--- config.mk ---
export PLATFORM = sky130hd
export DESIGN_NAME = mux_nch_rr_flat
export DESIGN_NICKNAME = d
export VERILOG_FILES = /design/src/rtl/mux_nch_pkg.sv /design/src/rtl/mux_nch_rr_if.sv /design/src/rtl/rr_arbiter_n.sv /design/src/rtl/mux_nch_rr.sv /design/src/flat_wrapper.sv
export SDC_FILE = /design/constraint.sdc
export NUM_CORES = 1
export LEC_CHECK = 0
export BUFFER_PORTS_ARGS = -buffer_cell sky130_fd_sc_hd__buf_2
export CAP_MARGIN = 20
export CORE_ASPECT_RATIO = 0.75
export CORE_MARGIN = 2
export CORE_UTILIZATION = 50
export CTS_CLUSTER_DIAMETER = 200
export DETAILED_ROUTE_END_ITERATION = 12
export GPL_ROUTABILITY_DRIVEN = 0
export MAX_ROUTING_LAYER = met4
export PLACE_DENSITY_LB_ADDON = 0.3
export SLEW_MARGIN = 0
export SYNTH_ARGS = -nofsm -noshare
export SYNTH_HDL_FRONTEND = slang
export SYNTH_SLANG_ARGS = --single-unit
--- constraint.sdc ---
create_clock -name clk -period 2.75 [get_ports clk]
set_input_delay 0.4125 -clock clk [delete_from_list [all_inputs] [get_ports clk]]
set_output_delay 0.4125 -clock clk [all_outputs]
set_load 0.1 [all_outputs]
--- src/rtl/mux_nch_pkg.sv ---
// Shared types and limits for the N-channel registered mux.
package mux_nch_pkg;

  typedef enum logic {
    MODE_FIXED = 1'b0,
    MODE_RR    = 1'b1
  } mode_e;

  localparam int unsigned N_CH_MAX = 16;

endpackage

--- src/rtl/mux_nch_rr_if.sv ---
// Handshake bundle between channel drivers, the mux and its consumer.
interface mux_nch_rr_if #(
  parameter int unsigned N_CH = 4,
  parameter int unsigned W    = 8
) ();
  import mux_nch_pkg::*;

  localparam int unsigned SEL_W = $clog2(N_CH);

  logic [N_CH*W-1:0] in_data;
  logic [N_CH-1:0]   in_valid;
  logic [N_CH-1:0]   in_ready;
  mode_e             mode;
  logic [SEL_W-1:0]  sel;
  logic [W-1:0]      out_data;
  logic [SEL_W-1:0]  out_ch;
  logic              out_valid;
  logic              out_ready;

  modport master (
    output in_data, in_valid, mode, sel, out_ready,
    input  in_ready, out_data, out_ch, out_valid
  );

  modport slave (
    input  in_data, in_valid, mode, sel, out_ready,
    output in_ready, out_data, out_ch, out_valid
  );

endinterface

--- src/rtl/rr_arbiter_n.sv ---
// Combinational round-robin arbiter: first asserted request at or above ptr_i, wrapping.
module rr_arbiter_n #(
  parameter int unsigned N_CH = 4
) (
  input  logic [N_CH-1:0]         req_i,
  input  logic [$clog2(N_CH)-1:0] ptr_i,
  output logic [$clog2(N_CH)-1:0] gnt_idx_o,
  output logic                    gnt_valid_o
);

  localparam int unsigned SEL_W = $clog2(N_CH);

  int unsigned idx;

  always_comb begin
    gnt_idx_o   = '0;
    gnt_valid_o = 1'b0;
    idx         = 0;
    for (int unsigned i = 0; i < N_CH; i++) begin
      // Explicit wrap so non-power-of-two channel counts stay in range.
      idx = 32'(ptr_i) + i;
      if (idx >= N_CH) begin
        idx = idx - N_CH;
      end
      if (!gnt_valid_o && req_i[idx]) begin
        gnt_idx_o   = SEL_W'(idx);
        gnt_valid_o = 1'b1;
      end
    end
  end

endmodule

--- src/rtl/mux_nch_rr.sv ---
// N-channel W-bit mux with registered output, fixed-select or round-robin grant.
// Define MUX_NCH_SEL_ERR_EN to add the sel_err flag and saturating err_cnt ports.
module mux_nch_rr
  import mux_nch_pkg::*;
#(
  parameter int unsigned N_CH = 4,
  parameter int unsigned W    = 8
) (
  input  logic         clk,
  input  logic         rst_n,
  mux_nch_rr_if.slave  bus
`ifdef MUX_NCH_SEL_ERR_EN
  ,
  output logic         sel_err,
  output logic [7:0]   err_cnt
`endif
);

  localparam int unsigned SEL_W = $clog2(N_CH);

  if (N_CH < 2 || N_CH > N_CH_MAX) begin : g_bad_nch
    $error("mux_nch_rr: N_CH out of range");
  end

  logic [W-1:0]     out_data_q, out_data_d;
  logic [SEL_W-1:0] out_ch_q, out_ch_d;
  logic             out_valid_q, out_valid_d;
  logic [SEL_W-1:0] rr_ptr_q, rr_ptr_d;

  logic             load_en;
  logic             sel_ok;
  logic [SEL_W-1:0] rr_idx;
  logic             rr_valid;
  logic [SEL_W-1:0] gnt_idx;
  logic             gnt_valid;
  logic             xfer;
  logic [N_CH-1:0]  in_ready;

  rr_arbiter_n #(
    .N_CH (N_CH)
  ) u_arb (
    .req_i       (bus.in_valid),
    .ptr_i       (rr_ptr_q),
    .gnt_idx_o   (rr_idx),
    .gnt_valid_o (rr_valid)
  );

  always_comb begin
    load_en   = !out_valid_q || bus.out_ready;
    sel_ok    = 32'(bus.sel) < N_CH;
    gnt_idx   = '0;
    gnt_valid = 1'b0;
    if (bus.mode == MODE_RR) begin
      gnt_idx   = rr_idx;
      gnt_valid = rr_valid;
    end else if (sel_ok) begin
      gnt_idx   = bus.sel;
      gnt_valid = bus.in_valid[bus.sel];
    end
    // No handshake may complete while reset is asserted.
    xfer     = rst_n && load_en && gnt_valid;
    in_ready = '0;
    if (xfer) begin
      in_ready[gnt_idx] = 1'b1;
    end
  end

  always_comb begin
    out_data_d  = out_data_q;
    out_ch_d    = out_ch_q;
    out_valid_d = out_valid_q;
    rr_ptr_d    = rr_ptr_q;
    if (xfer) begin
      out_data_d  = bus.in_data[gnt_idx*W +: W];
      out_ch_d    = gnt_idx;
      out_valid_d = 1'b1;
      if (bus.mode == MODE_RR) begin
        rr_ptr_d = (gnt_idx == SEL_W'(N_CH - 1)) ? '0 : gnt_idx + SEL_W'(1);
      end
    end else if (bus.out_ready) begin
      out_valid_d = 1'b0;
    end
  end

  always_ff @(posedge clk) begin
    if (!rst_n) begin
      out_data_q  <= '0;
      out_ch_q    <= '0;
      out_valid_q <= 1'b0;
      rr_ptr_q    <= '0;
    end else begin
      out_data_q  <= out_data_d;
      out_ch_q    <= out_ch_d;
      out_valid_q <= out_valid_d;
      rr_ptr_q    <= rr_ptr_d;
    end
  end

  assign bus.in_ready  = in_ready;
  assign bus.out_data  = out_data_q;
  assign bus.out_ch    = out_ch_q;
  assign bus.out_valid = out_valid_q;

`ifdef MUX_NCH_SEL_ERR_EN
  logic       sel_err_q, sel_err_d;
  logic [7:0] err_cnt_q, err_cnt_d;

  always_comb begin
    sel_err_d = (bus.mode == MODE_FIXED) && !sel_ok;
    err_cnt_d = err_cnt_q;
    if (sel_err_d && err_cnt_q != 8'hFF) begin
      err_cnt_d = err_cnt_q + 8'd1;
    end
  end

  always_ff @(posedge clk) begin
    if (!rst_n) begin
      sel_err_q <= 1'b0;
      err_cnt_q <= '0;
    end else begin
      sel_err_q <= sel_err_d;
      err_cnt_q <= err_cnt_d;
    end
  end

  assign sel_err = sel_err_q;
  assign err_cnt = err_cnt_q;
`endif

endmodule

--- src/flat_wrapper.sv ---
// flat-port wrapper written by rule: the top's interface ports become plain ports
module mux_nch_rr_flat import mux_nch_pkg::*;
#(
  parameter int unsigned N_CH = 4,
  parameter int unsigned W    = 8
)
  (clk, rst_n, bus_in_data, bus_in_valid, bus_mode, bus_sel, bus_out_ready, bus_in_ready, bus_out_data, bus_out_ch, bus_out_valid);
  mux_nch_rr_if #(.N_CH(N_CH), .W(W)) bus_i ();
  input  logic clk;
  input  logic rst_n;
  input wire logic [$bits(bus_i.in_data)-1:0] bus_in_data;
  input wire logic [$bits(bus_i.in_valid)-1:0] bus_in_valid;
  input wire logic [$bits(bus_i.mode)-1:0] bus_mode;
  input wire logic [$bits(bus_i.sel)-1:0] bus_sel;
  input wire logic [$bits(bus_i.out_ready)-1:0] bus_out_ready;
  output wire logic [$bits(bus_i.in_ready)-1:0] bus_in_ready;
  output wire logic [$bits(bus_i.out_data)-1:0] bus_out_data;
  output wire logic [$bits(bus_i.out_ch)-1:0] bus_out_ch;
  output wire logic [$bits(bus_i.out_valid)-1:0] bus_out_valid;
  assign bus_i.in_data = bus_in_data;
  assign bus_i.in_valid = bus_in_valid;
  assign bus_i.mode = bus_mode;
  assign bus_i.sel = bus_sel;
  assign bus_i.out_ready = bus_out_ready;
  assign bus_in_ready = bus_i.in_ready;
  assign bus_out_data = bus_i.out_data;
  assign bus_out_ch = bus_i.out_ch;
  assign bus_out_valid = bus_i.out_valid;
  mux_nch_rr #(.N_CH(N_CH), .W(W)) u_core (.clk(clk), .rst_n(rst_n), .bus(bus_i));
endmodule
=== Yosys cells after proc, flatten, opt, wreduce, memory -nomap -nowiden ===
Cells that the tools add are included.

* Bits in registers: 13
* Word-level logic and storage cells: 68
* Input bits: 42
* Output and inout bits: 15

* Mux-type cells: 30
* $lt $le $gt $ge: 11
* Reductions and logical operators: 13
* Eq/ne operators: 1
* Add/subtract/negate cells: 8
* Shifts and indexed selects: 1

{| class="wikitable"
|+ Operator list
! operator !! number
|-
| $lt 32x3->1 const B || 4
|-
| $mux 32 || 4
|-
| $shiftx 32x6->8 || 1
|-
| $mux 1 || 13
|-
| $mux 2 || 6
|-
| $sub 3x3->4 const B || 3
|-
| $bmux 1 s2 || 5
|-
| $ge 3x3->1 const B || 3
|-
| $add 2x2->3 const B || 2
|-
| $logic_and 1x1->1 || 6
|-
| $lt 2x3->1 const B || 2
|-
| $logic_not 1->1 || 4
|-
| $mux 4 || 1
|-
| $sub 2x3->4 const B || 1
|-
| $add 2x1->3 const B || 1
|-
| $ge 2x3->1 const B || 1
|-
| $add 2x1->2 const B || 1
|-
| $demux 1 s2 || 1
|-
| $eq 2x2->1 const B || 1
|-
| $ge 2x1->1 const B || 1
|-
| $reduce_and 2->1 || 1
|-
| $reduce_bool 2->1 || 1
|-
| $logic_or 1x1->1 || 1
|}

=== Longest topological paths before layout ===
* Depth in word-level cells: 20
* Depth in mapped cells: 7
* Mapped depth without buffers: 5

=== Cells and area by module ===
A second synthesis with hierarchy kept.

* Cells, all modules: 107
* Area total of the unflattened synthesis: 1,051.0 um^2

{| class="wikitable"
|+ Modules (own cells, without submodules)
! module !! sequential area each (um^2) !! times used !! area each (um^2) !! cells each
|-
| mux_nch_rr || 260.2 || 1 || 973.4 || 92
|-
| rr_arbiter_n || 0.0 || 1 || 77.6 || 15
|}

=== Worst setup path before layout ===
No wires, ideal clock.

* Path type: input to output
* Start: input bus_in_valid[3]
* End: output bus_in_ready[0]
* Buffers on the path: 1
* Slack: -2,088 ps
* Arrival time: 4,426 ps
* Required time: 2,338 ps
* Stages on the path: 5
* Cells stage by stage: buf_2 > o21ba_2 > a211o_2 > a211o_1 > nor4_1

* Cells in the longest elaborated chain, start to end: 18
* Elaborated cells on any way between the ends: 33
* Classes of those cells: order compare: 2; mux: 23; reduce/logical: 8

{| class="wikitable"
|+ Ends and longest elaborated chain
! element !! line !! RTL
|-
| start: declaration || flat_wrapper.sv:12 || <nowiki>input wire logic [$bits(bus_i.in_valid)-1:0] bus_in_valid;</nowiki>
|-
| $bmux 1 s2 || rr_arbiter_n.sv:25 || <nowiki>if (!gnt_valid_o && req_i[idx]) begin</nowiki>
|-
| $mux 1 (not written as such) || rr_arbiter_n.sv:25 ||
|-
| $mux 1 || rr_arbiter_n.sv:25 ||
|-
| $logic_not 1->1 || rr_arbiter_n.sv:25 ||
|-
| $logic_and 1x1->1 || rr_arbiter_n.sv:25 ||
|-
| $mux 1 || rr_arbiter_n.sv:25 ||
|-
| $logic_not 1->1 || rr_arbiter_n.sv:25 ||
|-
| $logic_and 1x1->1 || rr_arbiter_n.sv:25 ||
|-
| [2 not listed] || -- ||
|-
| $logic_and 1x1->1 || rr_arbiter_n.sv:25 ||
|-
| $mux 2 || rr_arbiter_n.sv:25 ||
|-
| $mux 2 || mux_nch_rr.sv:53 || <nowiki>if (bus.mode == MODE_RR) begin</nowiki>
|-
| $lt 2x3->1 (not written as such) / $ge 2x1->1 (equally long branches) || mux_nch_rr.sv:64 || <nowiki>in_ready[gnt_idx] = 1'b1;</nowiki>
|-
| $logic_and 1x1->1 (not written as such) || mux_nch_rr.sv:64 ||
|-
| $mux 1 (not written as such) || mux_nch_rr.sv:64 ||
|-
| $demux 1 s2 || -- ||
|-
| $mux 4 (*) || mux_nch_rr.sv:63 || <nowiki>if (xfer) begin</nowiki>
|-
| end: declaration || flat_wrapper.sv:16 || <nowiki>output wire logic [$bits(bus_i.in_ready)-1:0] bus_in_ready;</nowiki>
|}

Every way passes the cells marked *; elsewhere a longest branch is shown, timed or not. The select of a mux whose other input is x is not followed.

=== Worst setup path after layout ===
* Start: register u_core.rr_ptr_q[1]
* End: output bus_in_ready[0]

* Cells in the longest elaborated chain, start to end: 20
* Elaborated cells on any way between the ends: 46
* Classes of those cells: add/sub: 7; order compare: 6; mux: 25; reduce/logical: 8

{| class="wikitable"
|+ Ends and longest elaborated chain
! element !! line !! RTL
|-
| start: declaration || mux_nch_rr.sv:28 || <nowiki>logic [SEL_W-1:0] rr_ptr_q, rr_ptr_d;</nowiki>
|-
| start signal: assignment || mux_nch_rr.sv:95 || <nowiki>rr_ptr_q <= rr_ptr_d;</nowiki>
|-
| parallel branches: the longest is 19 deep, another holds $sub 3x3->4 || -- ||
|-
| $mux 4 (*) || mux_nch_rr.sv:63 ||
|}

Mark *: on every way between the ends. The select of a mux whose other input is x is not followed.

==> reports/metrics.csv <==
metric;value;unit
run_status;finished, final reports clean;
initial_core_util;0.5376;
cts_root_buf;clkbuf_4;
period_share;0.9805;
tritoncts;built;
drt_iter0_drc;106;
die_area;2922;um2
worstPathRequired;2.34;ns
final_cell_area;1692;um2
num_rows;15;
drv_slew;0;
total_power;770.3;uW
ir_drop;0.0002722;V
drc;0;
dpl_cell_area;1635;um2
first_global_vias;1439;
cap_violations;0;
setup_violations;0;
synthToLayoutAreaGrowth;35.20;%
fillCellCount;188;
yosys_warnings;0;
finalHoldViolations;0;
fmax;370.9;MHz
relSlewSlack;0.5398;
end_kind;primary output;
place_ws;0.1432;ns
path_class;reg2out;
coreArea;2327;um2
synth.distinct_cells;45;
yosysMostFrequentCell;nand2_1;
post-dp-hpwl;3.036;mm
synth_area;1251;um2
hold_depth;3;
whs;0.4287;ns
grt_max_degree;23;
drive_above_1_share;0.4333;
ant_nets;0;
overflow;0;
die_w;61.76;um
crit_path_start_kind;register;
wl;3.950;mm
diodes;0;
fin_cells;244;
crit_arrival;2.28;ns
ys_ff_latch;13;
path_clk_slew;0.08;ns
die_y;47.32;um
via_count;1507;
final_nets;253;
p_leak;0.7683;nW
yosysSeqAreaShare;0.2080;
worstMarginPinSlew;0.6878;ns
finalCriticalPeriod;2.697;ns
clockBufferDepth;2;
synth-edff-count;0;
grt_usage;0.2919;
yosysTopAreaCellShare;0.2080;
clock-sinks;13;
dp.cells;239;
cts_htree_levels;1;
synthCells;157;
rsz0062_at_grt;no;
drt_first_pass_iters;4;
synthArstFlopShare;0;
syn_area_per_cell;7.969;um2
io_buffers;56;
hold_path_class;in2reg;
yosysTopAreaCell;dfxtp_1;
p_per_area;455.4;nW/um2
synth_nets;199;
boundaryPins;57;
synth_top_flop_cell;dfxtp_1;
post-route-util;0.7269;
synthTopCellsByArea;dfxtp_1 (21%), o211ai_2 (9.0%), mux2i_1 (6.4%);
setup-tns-final;0;ns
cp_max_fo;10;
grt_first_pass_wirelength;6.210;mm
setup_ws;0.05350;ns
synthTopCellsByCount;nand2_1 (19), dfxtp_1 (13), nor2_1 (10);
antenna_found_initial;0;
clkLatencyLatePin;0.28;ns
fin_worst_skew;0.001331;ns
numCtsBuffers;3;
wl_per_cell;16.19;um
avgViaCountPerCell;6.176;
worst-r2r-cell-count;6;
==> cells by family (layout without fill, tap and decap cells) <==
| family | count (synthesis) | count (layout) | synth area share |
|---|---|---|---|
| compound gates | 59 | 59 | 0.4070 |
| buf+inv | 24 | 77 | 0.08600 |
| flops | 13 | 13 | 0.2080 |
| mux | 10 | 10 | 0.09100 |
| simple gates | 51 | 51 | 0.2080 |
==> layout make-up <==
cell class | count | area, um2 | share of cell area
inverter | 9 | 33.78 | 0.01997
multi-input combinational | 120 | 927.1 | 0.5481
tap | 34 | 42.54 | 0.02515
clock buffer | 4 | 26.28 | 0.01553
timing repair buffer | 64 | 400.4 | 0.2367
sequential | 13 | 261.5 | 0.1546
==> layer usage <==
metal  track usage  routed length (um)
met5             -                   0
met4       0.03830                  51
met3       0.07163                 264
met2        0.5158                2075
met1        0.3465                1560
==> layout by cell type, fill, tap and decap left out, drive strengths merged <==
cell,synthesis,final
o21bai,1,1
a2111oi,8,8
nor4bb,1,1
a21boi,5,5
o2111ai,1,1
o21ba,1,1
a211oi,3,3
nand3b,2,2
nand2b,3,3
mux2,1,1
a31oi,8,8
nor4b,1,1
and2,1,1
or3b,1,1
nand3,1,1
o21a,2,2
o21ai,3,3
or2,1,1
or3,1,1
mux4,1,1
dfxtp,13,13
o31a,1,1
a211o,2,2
o221ai,9,9
nor2,10,10
nor3,4,4
inv,9,9
o2111a,1,1
nor4,2,2
o211ai,10,10
clkbuf,4,4
buf,11,64
a21oi,4,4
nor2b,3,3
nand2,19,19
or4b,1,1
mux2i,8,8
==> final timing paths <==
kind	start	end	slack [ns]
max	u_core.rr_ptr_q[1]	bus_in_ready[0]	0.05
min	bus_in_data[22]	u_core.bus.out_data[6]	0.43
max reg2reg	u_core.rr_ptr_q[1]	u_core.bus.out_data[7]	0.66
min reg2reg	u_core.bus.out_data[6]	u_core.bus.out_data[6]	0.47
==> critical path: stages, from the launching register on <==
cell	delay (ns)
dfxtp_1	0.41
or3b_1	0.43
o2111a_2	0.25
a211o_4	0.37
nor4_4	0.33
buf_12	0.21
==> state kept, by name (all words and copies together), names as in the netlist <==
name,flops
u_core.rr_ptr_q,2
u_core.bus.out_data,8
u_core.bus.out_valid,1
u_core.bus.out_ch,2
==> power by group <==
group	switching [mW]	internal [mW]	total [mW]
sequential	0.0145	0.210	0.224
combinational	0.299	0.125	0.423
clock	0.0662	0.0563	0.122
==> repair_timing <==
| item | in CTS | in global routing |
|---|---|---|
| setup buffers | 0 | 1 |
| setup endpoints to repair | 1 | 2 |
| pin swaps | 0 | 1 |
| resized for setup | 2 | 2 |
| cloned | 0 | 0 |
| hold buffers | 0 | 0 |
(Power assumes the default switching activity.)
